`src/rtl/clk_freq_encoder_if.sv`:
```
// Measurement bus for clk_freq_encoder: control/clock-under-test in, encoded result out.
`timescale 1ns/1ps
interface clk_freq_encoder_if #(
    parameter int CNT_W = 12
) ();
    logic             enable;
    logic             meas_clk_in;
    logic [1:0]       clk_freq_enc;
    logic [3:0]       clock_frequency_enc;
    logic [CNT_W-1:0] edge_count;
    logic             meas_valid;
    logic             locked;
    logic             err_no_clk;
    logic             err_over;

    modport master (
        output enable, meas_clk_in,
        input  clk_freq_enc, clock_frequency_enc, edge_count,
        input  meas_valid, locked, err_no_clk, err_over
    );

    modport slave (
        input  enable, meas_clk_in,
        output clk_freq_enc, clock_frequency_enc, edge_count,
        output meas_valid, locked, err_no_clk, err_over
    );
endinterface

```
`src/rtl/clk_freq_encoder.sv`:
```
// Counts rising edges of an asynchronous clock over a fixed gate window and
// encodes the result into one of four nominal frequencies.
`timescale 1ns/1ps
module clk_freq_encoder #(
    parameter int FIRST_FREQ  = 1,
    parameter int SECOND_FREQ = 2,
    parameter int THIRD_FREQ  = 4,
    parameter int FOURTH_FREQ = 8,
    parameter int REF_FREQ    = 32,
    parameter int GATE_CYCLES = 1024,
    parameter int CNT_W       = 12
) (
    input logic               clk,
    input logic               rst,
    clk_freq_encoder_if.slave bus
);
    localparam int unsigned N0  = FIRST_FREQ  * GATE_CYCLES / REF_FREQ;
    localparam int unsigned N1  = SECOND_FREQ * GATE_CYCLES / REF_FREQ;
    localparam int unsigned N2  = THIRD_FREQ  * GATE_CYCLES / REF_FREQ;
    localparam int unsigned N3  = FOURTH_FREQ * GATE_CYCLES / REF_FREQ;
    localparam int unsigned TL  = N0 / 2;
    localparam int unsigned T01 = (N0 + N1) / 2;
    localparam int unsigned T12 = (N1 + N2) / 2;
    localparam int unsigned T23 = (N2 + N3) / 2;
    localparam int unsigned TH  = N3 + N3 / 2;

    localparam int WIN_W = (GATE_CYCLES > 1) ? $clog2(GATE_CYCLES) : 1;
    localparam logic [WIN_W-1:0] WIN_LAST = WIN_W'(GATE_CYCLES - 1);
    localparam logic [CNT_W-1:0] CNT_MAX  = '1;

    typedef enum logic [1:0] {IDLE, MEASURE, EVAL} state_t;

    state_t           state, state_nxt;
    logic             sync1, sync2, sync3, edge_p;
    logic [WIN_W-1:0] win_cnt;
    logic [CNT_W-1:0] edge_cnt, cnt_fin;
    logic             start, abort, win_done;
    logic [31:0]      c32;
    logic             cls_nc, cls_ov;
    logic [1:0]       cls_code;

    logic [1:0]       code_q;
    logic [3:0]       freq_q;
    logic [CNT_W-1:0] count_q;
    logic             valid_q, locked_q, nc_q, ov_q, have_prev;

    function automatic logic [3:0] freq_of(input logic [1:0] c);
        case (c)
            2'd0:    return 4'(FIRST_FREQ);
            2'd1:    return 4'(SECOND_FREQ);
            2'd2:    return 4'(THIRD_FREQ);
            default: return 4'(FOURTH_FREQ);
        endcase
    endfunction

    // Two-flop synchronizer, then a registered rising-edge detect.
    always_ff @(posedge clk) begin
        if (rst) begin
            sync1  <= 1'b0;
            sync2  <= 1'b0;
            sync3  <= 1'b0;
            edge_p <= 1'b0;
        end else begin
            sync1  <= bus.meas_clk_in;
            sync2  <= sync1;
            sync3  <= sync2;
            edge_p <= sync2 & ~sync3;
        end
    end

    always_ff @(posedge clk) begin
        if (rst) state <= IDLE;
        else     state <= state_nxt;
    end

    always_comb begin
        state_nxt = state;
        case (state)
            IDLE:    if (bus.enable) state_nxt = MEASURE;
            MEASURE: begin
                if (!bus.enable)             state_nxt = IDLE;
                else if (win_cnt == WIN_LAST) state_nxt = EVAL;
            end
            EVAL:    state_nxt = bus.enable ? MEASURE : IDLE;
            default: state_nxt = IDLE;
        endcase
    end

    always_comb begin
        start    = (state != MEASURE) && (state_nxt == MEASURE);
        abort    = (state == MEASURE) && !bus.enable;
        win_done = (state == MEASURE) && bus.enable && (win_cnt == WIN_LAST);
        cnt_fin  = (edge_p && (edge_cnt != CNT_MAX)) ? edge_cnt + CNT_W'(1) : edge_cnt;
    end

    // Classification runs on the count including the last window cycle's edge,
    // so the result can be registered as the FSM enters EVAL.
    always_comb begin
        c32    = 32'(cnt_fin);
        cls_nc = c32 < TL;
        cls_ov = c32 >= TH;
        if (c32 < T01)      cls_code = 2'd0;
        else if (c32 < T12) cls_code = 2'd1;
        else if (c32 < T23) cls_code = 2'd2;
        else                cls_code = 2'd3;
    end

    always_ff @(posedge clk) begin
        if (rst || start || abort) begin
            win_cnt  <= '0;
            edge_cnt <= '0;
        end else if (state == MEASURE) begin
            win_cnt  <= win_cnt + WIN_W'(1);
            edge_cnt <= cnt_fin;
        end
    end

    always_ff @(posedge clk) begin
        if (rst) begin
            code_q    <= 2'd0;
            freq_q    <= 4'(FIRST_FREQ);
            count_q   <= '0;
            valid_q   <= 1'b0;
            locked_q  <= 1'b0;
            nc_q      <= 1'b0;
            ov_q      <= 1'b0;
            have_prev <= 1'b0;
        end else begin
            valid_q <= 1'b0;
            if (win_done) begin
                valid_q <= 1'b1;
                count_q <= cnt_fin;
                nc_q    <= cls_nc;
                ov_q    <= cls_ov;
                if (!cls_nc && !cls_ov) begin
                    code_q    <= cls_code;
                    freq_q    <= freq_of(cls_code);
                    have_prev <= 1'b1;
                    locked_q  <= have_prev && (cls_code == code_q);
                end else begin
                    locked_q  <= 1'b0;
                end
            end else if (abort) begin
                // An aborted window breaks the run of consecutive results.
                locked_q  <= 1'b0;
                have_prev <= 1'b0;
            end
        end
    end

    assign bus.clk_freq_enc        = code_q;
    assign bus.clock_frequency_enc = freq_q;
    assign bus.edge_count          = count_q;
    assign bus.meas_valid          = valid_q;
    assign bus.locked              = locked_q;
    assign bus.err_no_clk          = nc_q;
    assign bus.err_over            = ov_q;
endmodule

```
`src/flat_wrapper.sv`:
```
// flat-port wrapper written by rule: the top's interface ports become plain ports
module clk_freq_encoder_flat 
#(
    parameter int FIRST_FREQ  = 1,
    parameter int SECOND_FREQ = 2,
    parameter int THIRD_FREQ  = 4,
    parameter int FOURTH_FREQ = 8,
    parameter int REF_FREQ    = 32,
    parameter int GATE_CYCLES = 1024,
    parameter int CNT_W       = 12
)
  (clk, rst, bus_enable, bus_meas_clk_in, bus_clk_freq_enc, bus_clock_frequency_enc, bus_edge_count, bus_meas_valid, bus_locked, bus_err_no_clk, bus_err_over);
  clk_freq_encoder_if #(.CNT_W(CNT_W)) bus_i ();
  input logic clk;
  input logic rst;
  input wire logic [$bits(bus_i.enable)-1:0] bus_enable;
  input wire logic [$bits(bus_i.meas_clk_in)-1:0] bus_meas_clk_in;
  output wire logic [$bits(bus_i.clk_freq_enc)-1:0] bus_clk_freq_enc;
  output wire logic [$bits(bus_i.clock_frequency_enc)-1:0] bus_clock_frequency_enc;
  output wire logic [$bits(bus_i.edge_count)-1:0] bus_edge_count;
  output wire logic [$bits(bus_i.meas_valid)-1:0] bus_meas_valid;
  output wire logic [$bits(bus_i.locked)-1:0] bus_locked;
  output wire logic [$bits(bus_i.err_no_clk)-1:0] bus_err_no_clk;
  output wire logic [$bits(bus_i.err_over)-1:0] bus_err_over;
  assign bus_i.enable = bus_enable;
  assign bus_i.meas_clk_in = bus_meas_clk_in;
  assign bus_clk_freq_enc = bus_i.clk_freq_enc;
  assign bus_clock_frequency_enc = bus_i.clock_frequency_enc;
  assign bus_edge_count = bus_i.edge_count;
  assign bus_meas_valid = bus_i.meas_valid;
  assign bus_locked = bus_i.locked;
  assign bus_err_no_clk = bus_i.err_no_clk;
  assign bus_err_over = bus_i.err_over;
  clk_freq_encoder #(.FIRST_FREQ(FIRST_FREQ), .SECOND_FREQ(SECOND_FREQ), .THIRD_FREQ(THIRD_FREQ), .FOURTH_FREQ(FOURTH_FREQ), .REF_FREQ(REF_FREQ), .GATE_CYCLES(GATE_CYCLES), .CNT_W(CNT_W)) u_core (.clk(clk), .rst(rst), .bus(bus_i));
endmodule
```
`config.mk`:
```
export PLATFORM = sky130hd
export DESIGN_NAME = clk_freq_encoder_flat
export DESIGN_NICKNAME = d
export VERILOG_FILES = /design/src/rtl/clk_freq_encoder_if.sv /design/src/rtl/clk_freq_encoder.sv /design/src/flat_wrapper.sv
export SDC_FILE = /design/constraint.sdc
export NUM_CORES = 1
export LEC_CHECK = 0
export ABC_AREA = 1
export CAP_MARGIN = 0
export CORE_MARGIN = 2
export CORE_UTILIZATION = 57
export DETAILED_ROUTE_END_ITERATION = 8
export PLACE_DENSITY = 0.83
export RECOVER_POWER = 25
export SLEW_MARGIN = 20
export SYNTH_ARGS = -nofsm -noshare
export SYNTH_HDL_FRONTEND = slang
export SYNTH_SLANG_ARGS = --single-unit
```
`constraint.sdc`:
```
create_clock -name clk -period 2.7 [get_ports clk]
set_input_delay 0.54 -clock clk [delete_from_list [all_inputs] [get_ports clk]]
set_output_delay 0.54 -clock clk [all_outputs]
set_load 0.01 [all_outputs]
```
==> implementation parameters, run 1 <==
Parameter                              Value

Timing
  Post-route clock skew ... between 0.006 and 0.007 ns
  Clock period minus final worst setup slack ... around 2.3 ns
  Unrepaired setup endpoints after global routing ... false
  Maximum clock frequency ... 436 MHz
  Hold Violations, Final ... 0
  Share of the cycle needed by the critical path after routing ... between 80% and 90%
  Final Max Tran Viols ... 0
  Number of setup violations in the final report ... 0
  Slew at the pin closest to its max-slew limit ... around 0.79 ns
  Worst slew margin relative to its limit ... 47.6%
  Total negative slack for setup checks ... 0 ns

Critical path
  Standard cell with the maximum stage delay on the critical path ... dfxtp_1
  Critical path, cell by cell ... ha_1 > nand3_2 > inv_2 > nand3_4 > nand3_1 > nand2_1 > nand2_1 > nand3_1 > nor2_2 > nand2_4 > nand2_4 > o31ai_1 > o21ai_0 > inv_1
  Crit path arrival time ... 2.49 ns
  Required @ worst endpoint ... 2.89 ns
  Critical path's largest stage delay ... 0.41 ns
  WS Path Type ... reg2reg
  Highest fanout seen on the critical path ... 9
  Sort of element at the start of the critical path ... flop
  Cell family contributing the most delay on the critical path ... simple AND/OR/NAND/NOR gates
  Combined buffer and inverter count along the critical path ... 2
  Worst Setup End Kind ... flop

Synthesis
  Number of nets in the synthesized netlist ... 370
  Post-synthesis instance area ... 2680 um2
  Flip-flop and latch count after synthesis ... 51
  Number of instances in the synthesized netlist ... 364
  Count of flip-flops with a built-in enable after synthesis ... 0
  Fraction of registers with async set or reset after synthesis ... 0%
  Primary flip-flop cell chosen by synthesis mapping ... dfxtp_1
  Register area share after synthesis ... 38.2%
  Share of the synthesized area in the top cell type ... 38.2%
  Synth unique cells ... 40
  Synth top area cells ... dfxtp_1 38%, nand2_1 10%, inv_1 6.9%, nor2_1 5.1%, o21ai_0 4.9%
  Synthesis warning total ... 0
  Average cell area after synthesis ... 7.35 um2
  Cell type contributing the most total cell area after synthesis ... dfxtp_1

Drt
  Remaining DRCs ... 0
  Detailed router's first-iteration violation count ... 143
  Wire length on met3 ... about 260 um
  Final routed wirelength across all metal layers ... 6050 um
  Highest metal layer used by the detailed router ... met4
  Number of detailed-route iterations in the first pass ... 6
  Wire length on met2 ... 2850 um
  Residual antenna-violating net count after detailed routing ... 0
  Total routed wire length on the met1 layer ... 2830 um
  Via count ... between 2000 and 2500
  Average routed wire per standard cell ... 13.7 um
  Via-per-instance ratio ... 5.41

Clocking
  Number of buffers added by the clock tree synthesis step ... 5
  Number of clock sinks ... 51
  Hold bufs inserted after CTS ... 0
  Clk root buf ... clkbuf_8
  Count of H-tree levels built during CTS ... 2
  Number of buffers inserted to repair setup after CTS ... 0
  Clock-pin slew on the worst setup and hold paths ... 0.08 ns
  PostCTS Resize Cnt ... 0
  Clk_lat worst skew ... 0.30 ns
  CTS tree ... built
  Maximum root-to-sink buffer count ... 2

Floorplanning
  Floorplan die area ... 5260 um2
  Number of primary I/O pins ... 26
  Die Y-Extent ... about 73 um
  DIE WIDTH ... approximately 73 um
  Effective utilization at floorplan ... between 60% and 70%
  Core footprint ... 4440 um2
  Std-Cell Rows ... 24

Final layout
  Net count, final ... about 400
  Number of diodes added for antenna fixing ... 0
  Top library cells by usage in the layout, fill and taps aside ... 72 x nand2_1, 51 x dfxtp_1, 49 x inv_1
  Most common cell after layout, fill and taps aside ... nand2_1
  Post-route cell area ... between 3000 and 4000 um2
  Synthesis-to-finish area growth ... 13.2%
  Final-layout fill cell count ... between 300 and 400
  Proportion of layout cells with a drive suffix above 1 ... around an eighth

Power and ir drop
  Share of power burned in registers ... 59.7%
  Total power per unit cell area ... 429 nW/um2
  Internal power ... roughly 0.001 W
  Leakage power ... 1.34 nW
  Clock network fraction of design power ... 30.7%
  Switching power as a share of total power ... 25.0%
  Combinational group share of total power ... 9.6%
  Worst-case vdd ir drop ... 0.383 mV
  Reported net switching power ... 0.000326 W

Hold path
  Class of the tightest hold or removal check ... reg2reg

Place
  Dpl hpwl ... 4670 um
  Port Buffers ... 25
  Placed standard-cell area ... 2960 um2
  Placer congestion estimate ... 0.913

GRT
  Global-route total usage across every layer ... 25.0%
  Grt total ovfl ... 0
  First-pass GRT wire length ... 10300 um
  Number of global-route vias before repair ... 2270
  Antenna violations before repair ... 0
  Maximum number of pins on one net before global-route repair ... 18

Run
  Max-Cap Viols ... 0

Run status
  Run status ... finished clean
[final cells by class]
| type | count | area (um2) | area share [%] |
|---|---|---|---|
| Clock buffer | 6 | 72.6 | 2.40 |
| Inverter | 55 | 214 | 7.06 |
| Multi-Input combinational cell | 248 | 1380 | 45.4 |
| Sequential cell | 51 | 1020 | 33.7 |
| Tap cell | 52 | 65.1 | 2.15 |
| Timing Repair Buffer | 30 | 280 | 9.25 |
[flip-flops by register name, summed over array words and instances, names as in the netlist]
register	flops
u_core.have_prev	1
u_core.bus.err_over	1
u_core.state	2
u_core.sync3	1
u_core.bus.meas_valid	1
u_core.bus.clk_freq_enc	2
u_core.bus.err_no_clk	1
u_core.bus.edge_count	12
u_core.bus.clock_frequency_enc	4
u_core.edge_cnt	12
u_core.sync2	1
u_core.bus.locked	1
u_core.win_cnt	10
u_core.edge_p	1
u_core.sync1	1
[metal layers]
metal,global-route usage [%],vias up
met5,0,-
met1,33.9,1089
li1,-,1230
met3,5.14,13
met4,7.82,0
met2,40.4,59
[cell usage after synthesis, types with 2 or more instances]
library cell  instances
nor2_2                6
inv_2                 4
nand3_1              19
buf_6                 2
a21oi_2               3
inv_1                49
ha_1                  2
nand4_1               9
dfxtp_1              51
nor2_1               36
nand3_2               3
nor3_1                5
o211ai_1              8
a21oi_1              20
nor2_4                4
o21ai_0              26
nand2_1              72
xnor2_1               2
clkbuf_1              6
nand2_4               7
xor2_1                5
nand2_2               7
[cell families (layout without fill, tap and decap cells)]
family | after synthesis | in the layout | synth area share, %
AND/OR/NAND/NOR | 174 | 174 | 33.6
buffers and inverters | 65 | 91 | 10.4
AO/OA/AOI/OAI | 64 | 64 | 14.3
flip-flops | 51 | 51 | 38.2
XOR/XNOR | 7 | 7 | 2.29
adder cells (fa/ha/maj) | 2 | 2 | 0.935
multiplexers | 1 | 1 | 0.374
[worst register-to-register path: stages, from the launching register on]
cell     delay, ns
dfxtp_1       0.41
ha_1          0.25
nand3_2       0.12
inv_2         0.13
nand3_4       0.14
nand3_1       0.12
nand2_1       0.09
nand2_1       0.14
nand3_1       0.12
nor2_2        0.18
nand2_4       0.09
nand2_4       0.13
o31ai_1       0.10
o21ai_0       0.13
inv_1         0.07
[worst paths after layout]
kind	start	to	slack, ns	cells after the start
setup reg to reg	u_core.edge_cnt[1]	u_core.have_prev	0.41	14
setup / recovery	u_core.edge_cnt[1]	u_core.have_prev	0.41	14
hold reg to reg	u_core.sync3	u_core.edge_p	0.41	1
hold / removal	u_core.sync3	u_core.edge_p	0.41	1
[metrics by stage]
| step | total power [W] | hold slack (ns) | cells | utilization [%] | setup WS (ns) |
|---|---|---|---|---|---|
| 2_1_floorplan | 0.000889 | 0.374 | 364 | - | 0.787 |
| 3_3_place_gp | 0.000915 | 0.383 | 436 | 66.7 | 0.440 |
| 3_5_place_dp | 0.000918 | 0.393 | 436 | 66.7 | 0.409 |
| 4_1_cts | 0.00131 | 0.405 | 442 | 68.3 | 0.466 |
| 5_1_grt | 0.00136 | 0.420 | 442 | 68.2 | 0.155 |
| 6_report | 0.00130 | 0.408 | 442 | 68.2 | 0.408 |
[power by group through the flow]
stage                     Combinational (W)  Clock (W)  Sequential [W]
after floorplan                    0.000101          0        0.000788
after global placement             0.000123          0        0.000792
after detailed placement           0.000126          0        0.000793
after CTS                          0.000127   0.000410        0.000775
after global routing               0.000139   0.000441        0.000777
final                              0.000125   0.000399        0.000775
No activity file was read; power rests on OpenSTA's default activity.
==> run 2, diff against run 1 <==
==> constraint.sdc (replaced) <==
create_clock -name clk -period 2.3 [get_ports clk]
set_input_delay 0.46 -clock clk [delete_from_list [all_inputs] [get_ports clk]]
set_output_delay 0.46 -clock clk [all_outputs]
set_load 0.01 [all_outputs]
==> run 2 against run 1 <==
Critical path depth grew 1. Die area is the same. Fmax grew 9.1%. Global-route usage shrank 0.19 points. Largest power group unchanged. Highest routed layer unchanged.
==> implementation parameters, run 2 (synthesis gave the netlist of run 1 again) <==
Parameter                              Value

Power and ir drop
  Total power per unit cell area ... 571 nW/um2 (was 429 nW/um2)
  Share of power burned in registers ... 50.8% (was 59.7%)
  Clock network fraction of design power ... 40.9% (was 30.7%)
  Switching power as a share of total power ... 23.2% (was 25.0%)
  Combinational group share of total power ... 8.3% (was 9.6%)
  Leakage power ... 1.39 nW (was 1.34 nW)
  Internal power ... 0.00138 W (was 0.000974 W)
  Worst-case vdd ir drop ... 0.539 mV (was 0.383 mV)
  Reported net switching power ... 0.000416 W (was 0.000326 W)

Critical path
  Highest fanout seen on the critical path ... 7 (was 9)
  Worst Setup End Kind ... flop (unchanged)
  WS Path Type ... reg2reg (unchanged)
  Crit path arrival time ... 2.35 ns (was 2.49 ns)
  Logic depth of the worst register-to-register path ... 15 (was 14)
  Sort of element at the start of the critical path ... flop (unchanged)
  Required @ worst endpoint ... 2.55 ns (was 2.89 ns)

Clocking
  Maximum root-to-sink buffer count ... 2 (unchanged)
  Number of buffers added by the clock tree synthesis step ... 5 (unchanged)
  CTS tree ... built (unchanged)
  Number of clock sinks ... 51 (unchanged)
  Hold bufs inserted after CTS ... 0 (unchanged)
  Count of H-tree levels built during CTS ... 2 (unchanged)
  Clk root buf ... clkbuf_8 (unchanged)
  Clock-pin slew on the worst setup and hold paths ... 0.09 ns (was 0.08 ns)
  Clk_lat worst skew ... 0.30 ns (about the same)

Final layout
  Non-filler cells in the finished layout ... 447 (was 442)
  Final-layout fill cell count ... 364 (was 382)
  Proportion of layout cells with a drive suffix above 1 ... 15.9% (was 12.6%)
  Top library cells by usage in the layout, fill and taps aside ... 71 x nand2_1, 49 x inv_1, 47 x dfxtp_1 (was 72 x nand2_1, 51 x dfxtp_1, 49 x inv_1)
  Synthesis-to-finish area growth ... 17.4% (was 13.2%)
  Most common cell after layout, fill and taps aside ... nand2_1 (unchanged)
  Area of combinational cells with multiple inputs ... 1390 um2 (was 1380 um2)
  Area occupied by registers ... 1030 um2 (was 1020 um2)
  Number of diodes added for antenna fixing ... 0 (unchanged)
  Net count, final ... 400 (was 397)

Timing
  Total negative slack for setup checks ... 0 ns (unchanged)
  Clock period minus final worst setup slack ... 2.10 ns (was 2.29 ns)
  Final Max Tran Viols ... 0 (unchanged)
  Hold Violations, Final ... 0 (unchanged)
  Worst slew margin relative to its limit ... 69.3% (was 47.6%)
  Unrepaired setup endpoints after global routing ... false (unchanged)
  Slew at the pin closest to its max-slew limit ... 0.460 ns (was 0.786 ns)
  Share of the cycle needed by the critical path after routing ... 91.3% (was 84.9%)
  Maximum clock frequency ... 476 MHz (was 436 MHz)
  Post-route clock skew ... 0.00838 ns (was 0.00663 ns)
  Number of setup violations in the final report ... 0 (unchanged)

GRT
  Maximum number of pins on one net before global-route repair ... 18 (unchanged)
  Number of global-route vias before repair ... 2300 (was 2270)
  First-pass GRT wire length ... 10300 um (about the same)
  Antenna violations before repair ... 0 (unchanged)
  Grt total ovfl ... 0 (unchanged)
  Global-route total usage across every layer ... 24.8% (was 25.0%)

Hold path
  Class of the tightest hold or removal check ... reg2reg (unchanged)
  Cell depth of the worst min-delay path ... 1 (unchanged)

Run
  Max-Cap Viols ... 0 (unchanged)

Floorplanning
  DIE WIDTH ... 72.5 um (unchanged)
  Core footprint ... 4440 um2 (unchanged)
  Die Y-Extent ... 72.5 um (unchanged)
  Floorplan die area ... 5260 um2 (unchanged)
  Effective utilization at floorplan ... 60.2% (unchanged)
  Std-Cell Rows ... 24 (unchanged)
  Number of primary I/O pins ... 26 (unchanged)

Place
  Port Buffers ... 25 (unchanged)
  Dpl hpwl ... 4650 um (was 4670 um)
  Cell count after placement ... 438 (was 436)
  Placer congestion estimate ... 0.879 (was 0.913)

Drt
  Remaining DRCs ... 0 (unchanged)
  Number of detailed-route iterations in the first pass ... 5 (was 6)
  Residual antenna-violating net count after detailed routing ... 0 (unchanged)
  Via count ... 2420 (was 2391)
  Via-per-instance ratio ... 5.41 (about the same)
  Final routed wirelength across all metal layers ... 6130 um (was 6050 um)
  Detailed router's first-iteration violation count ... 204 (was 143)
  Average routed wire per standard cell ... 13.7 um (about the same)

Run status
  Run status ... finished clean (unchanged)
[run 2: power by group through the flow]
| stage | logic [W] | registers (W) | clock network, W |
|---|---|---|---|
| finish | 0.000149 | 0.000911 | 0.000733 |
| global route | 0.000165 | 0.000913 | 0.000775 |
| CTS | 0.000147 | 0.000910 | 0.000740 |
| detailed placement | 0.000146 | 0.000930 | 0 |
| global placement | 0.000142 | 0.000930 | 0 |
| floorplan | 0.000119 | 0.000925 | 0 |
[run 2: path summary, 6_finish.rpt]
kind                      start                                 to  slack (ns)
max          u_core.edge_cnt[1]  u_core.bus.clock_frequency_enc[1]        0.20
min                u_core.sync3                      u_core.edge_p        0.41
min reg2reg        u_core.sync3                      u_core.edge_p        0.41
max reg2reg  u_core.edge_cnt[1]  u_core.bus.clock_frequency_enc[1]        0.20
[run 2: layout make-up]
cell class                 instances  share of cell area, %
clock inverter                     3                   2.15
timing repair buffer              33                   9.76
sequential                        51                   32.7
multi-input combinational        248                   44.4
clock buffer                       5                   2.19
inverter                          55                   6.81
tap                               52                   2.07
[run 2: metrics by stage]
| step | worst slack (ns) | total power [W] | hold WS, ns | instance area (um2) | utilization (%) |
|---|---|---|---|---|---|
| 6_report | 0.200 | 0.00179 | 0.409 | 3140 | 70.7 |
| 5_1_grt | 0.00251 | 0.00185 | 0.413 | 3140 | 70.7 |
| 3_5_place_dp | 0.0900 | 0.00108 | 0.388 | 2980 | 67.0 |
| 2_1_floorplan | 0.387 | 0.00104 | 0.374 | 2680 | - |
| 4_1_cts | 0.0504 | 0.00180 | 0.402 | 3120 | 70.1 |
| 3_3_place_gp | 0.133 | 0.00107 | 0.379 | 2980 | 67.0 |
[run 2: timing repair]
action,4_1_cts,5_1_grt
buffers inserted,0,1
endpoints found under the setup margin,0,8
resized for setup,0,8
[run 2: worst max-delay path: stages, from the launching register on]
cell	delay [ns]
dfxtp_2	0.40
ha_4	0.16
nand3_2	0.10
inv_2	0.12
nand3_4	0.13
nand2_8	0.14
inv_8	0.06
nand2_1	0.10
nand2_2	0.09
nand2_1	0.07
nand2_1	0.08
nand4_1	0.13
inv_1	0.10
nor2_4	0.13
nand3_2	0.09
a21oi_2	0.12
[run 2: per-layer routing]
layer,global-route usage (%),wire (um)
met5,0,0
met4,9.05,94
met3,5.83,260
met2,41.0,2990
met1,31.8,2790
==> run 3, diff against run 2 <==
==> constraint.sdc (replaced) <==
create_clock -name clk -period 2.2 [get_ports clk]
set_input_delay 0.44 -clock clk [delete_from_list [all_inputs] [get_ports clk]]
set_output_delay 0.44 -clock clk [all_outputs]
set_load 0.01 [all_outputs]
==> run 3 against run 2 <==
Combinational power up 9%. Fmax fell by 0.17%. Global-route usage is 0.89 points lower. First-iteration DRC count fell by 26%. Clock power grew 3.1%. Final cell count grew 1.1%. Highest routed layer unchanged.
==> implementation parameters, run 3 (synthesis gave the netlist of run 1 again) <==
Parameter                              Value

Final layout
  Proportion of layout cells with a drive suffix above 1 ... 18.3% (was 15.9%)
  Number of diodes added for antenna fixing ... 0 (unchanged)
  Net count, final ... 405 (was 400)
  Area of combinational cells with multiple inputs ... 1410 um2 (was 1390 um2)
  Top library cells by usage in the layout, fill and taps aside ... 71 x nand2_1, 48 x inv_1, 44 x dfxtp_1 (was 71 x nand2_1, 49 x inv_1, 47 x dfxtp_1)
  Area occupied by registers ... 1030 um2 (about the same)
  Synthesis-to-finish area growth ... 19.6% (was 17.4%)
  Final-layout fill cell count ... 351 (was 364)
  Most common cell after layout, fill and taps aside ... nand2_1 (unchanged)

Power and ir drop
  Total power per unit cell area ... 584 nW/um2 (was 571 nW/um2)
  Leakage power ... 1.40 nW (was 1.39 nW)
  Worst-case vdd ir drop ... 0.478 mV (was 0.539 mV)

Timing
  Post-route clock skew ... 0.00829 ns (was 0.00838 ns)
  Hold WS ... 0.408 ns (was 0.409 ns)
  Clock period minus final worst setup slack ... 2.10 ns (about the same)
  Worst path setup slack after routing ... 0.0961 ns (was 0.200 ns)
  Number of setup violations in the final report ... 0 (unchanged)
  Maximum clock frequency ... 475 MHz (was 476 MHz)
  Slew at the pin closest to its max-slew limit ... 0.469 ns (was 0.460 ns)
  Final Max Tran Viols ... 0 (unchanged)
  Total negative slack for setup checks ... 0 ns (unchanged)
  Unrepaired setup endpoints after global routing ... true (was false)
  Worst slew margin relative to its limit ... 68.7% (was 69.3%)
  Share of the cycle needed by the critical path after routing ... 95.6% (was 91.3%)
  Hold Violations, Final ... 0 (unchanged)

GRT
  Antenna violations before repair ... 0 (unchanged)
  Grt total ovfl ... 0 (unchanged)
  Number of global-route vias before repair ... 2228 (was 2300)
  First-pass GRT wire length ... 9940 um (was 10300 um)
  Global-route total usage across every layer ... 24.0% (was 24.8%)
  Maximum number of pins on one net before global-route repair ... 18 (unchanged)

Critical path
  Highest fanout seen on the critical path ... 9 (was 7)
  Crit path arrival time ... 2.35 ns (about the same)
  Logic depth of the worst register-to-register path ... 15 (unchanged)
  Required @ worst endpoint ... 2.44 ns (was 2.55 ns)
  Worst Setup End Kind ... flop (unchanged)
  FF-to-FF setup slack ... 0.1 ns (was 0.20 ns)
  WS Path Type ... reg2reg (unchanged)
  Sort of element at the start of the critical path ... flop (unchanged)
  End of the worst register-to-register path ... u_core.bus.clock_frequency_enc[1] (unchanged)
  Reg-to-reg startpoint ... u_core.edge_cnt[1] (unchanged)

Drt
  Final routed wirelength across all metal layers ... 5890 um (was 6130 um)
  Via-per-instance ratio ... 5.37 (was 5.41)
  Via count ... 2426 (was 2420)
  Average routed wire per standard cell ... 13.0 um (was 13.7 um)
  Number of detailed-route iterations in the first pass ... 4 (was 5)
  Residual antenna-violating net count after detailed routing ... 0 (unchanged)
  Detailed router's first-iteration violation count ... 150 (was 204)
  Remaining DRCs ... 0 (unchanged)

Hold path
  Cell depth of the worst min-delay path ... 1 (unchanged)
  Class of the tightest hold or removal check ... reg2reg (unchanged)
  Terminating pin of the worst hold path ... u_core.edge_p (unchanged)
  Worst Hold Launch ... u_core.sync3 (unchanged)

Clocking
  Hold bufs inserted after CTS ... 0 (unchanged)
  Number of buffers added by the clock tree synthesis step ... 5 (unchanged)
  Number of clock sinks ... 51 (unchanged)
  Clock-pin slew on the worst setup and hold paths ... 0.09 ns (about the same)
  CTS tree ... built (unchanged)
  Clk_lat worst skew ... 0.30 ns (about the same)
  Count of H-tree levels built during CTS ... 2 (unchanged)
  Maximum root-to-sink buffer count ... 2 (unchanged)
  Clk root buf ... clkbuf_8 (unchanged)

Place
  Port Buffers ... 25 (unchanged)
  Dpl hpwl ... 4410 um (was 4650 um)
  Placer congestion estimate ... 0.922 (was 0.879)
  DP Worst Slack ... 0.00349 ns (was 0.0900 ns)

Run status
  Run status ... finished clean (unchanged)

Floorplanning
  Std-Cell Rows ... 24 (unchanged)
  Core footprint ... 4440 um2 (unchanged)
  Number of primary I/O pins ... 26 (unchanged)
  DIE WIDTH ... 72.5 um (unchanged)
  Die Y-Extent ... 72.5 um (unchanged)
  Effective utilization at floorplan ... 60.2% (unchanged)
  Floorplan die area ... 5260 um2 (unchanged)

Run
  Max-Cap Viols ... 0 (unchanged)
[run 3: timing repair]
item,4_1_cts,5_1_grt
pin swaps,0,1
setup buffers,0,3
cloned,0,0
resized for setup,2,15
setup endpoints to repair,1,8
[run 3: final cells by class]
type	count	share of cell area (%)
clock buffers	6	2.27
clock inverters	2	1.88
inverters	55	6.68
multi-input cells	248	44.1
flip-flops and latches	51	32.3
well taps	52	2.03
repair buffers	38	10.8
[run 3: worst max-delay path by stage]
stage	to	from
5_1_grt	u_core.bus.locked	u_core.edge_cnt[10]
3_5_place_dp	u_core.bus.clock_frequency_enc[1]	u_core.edge_cnt[1]
4_1_cts	u_core.bus.clock_frequency_enc[1]	u_core.edge_cnt[1]
6_report	u_core.bus.clock_frequency_enc[1]	u_core.edge_cnt[1]
3_3_place_gp	u_core.bus.locked	u_core.edge_cnt[1]
2_1_floorplan	u_core.bus.clock_frequency_enc[1]	u_core.edge_cnt[0]
[run 3: per-layer routing]
layer / GRT usage [%] / up-vias / wire (um)
met5: 0 / - / 0
met4: 6.79 / 0 / 56
met3: 4.58 / 8 / 296
met2: 37.7 / 64 / 2700
met1: 33.7 / 1114 / 2830
li1: - / 1240 / -
[run 3: per-stage QoR]
stage	cells	power [W]	cell area, um2	util (%)
after global placement	441	0.00112	3000	67.5
after detailed placement	441	0.00113	3000	67.5
after CTS	449	0.00187	3140	70.6
final	452	0.00187	3200	72.0
after floorplan	364	0.00109	2680	-
after global routing	452	0.00193	3200	72.0
[run 3: worst max-delay path, cell delays in order, from the launching register on]
cell	delay [ns]
dfxtp_4	0.39
ha_4	0.16
nand3_2	0.10
inv_2	0.11
nand3_4	0.13
nand2_8	0.14
inv_8	0.06
nand2_4	0.07
nand2_4	0.06
nor2_4	0.13
nand2_2	0.09
nor2_4	0.16
nand2_8	0.09
nor2_4	0.14
nand3_2	0.09
a21oi_2	0.12
[run 3: report_power, final]
part           leakage [nW]  switching (W)  internal [W]
Sequential            0.416      0.0000162      0.000935
Clock                0.0654       0.000302      0.000455
Combinational         0.921       0.000109     0.0000535
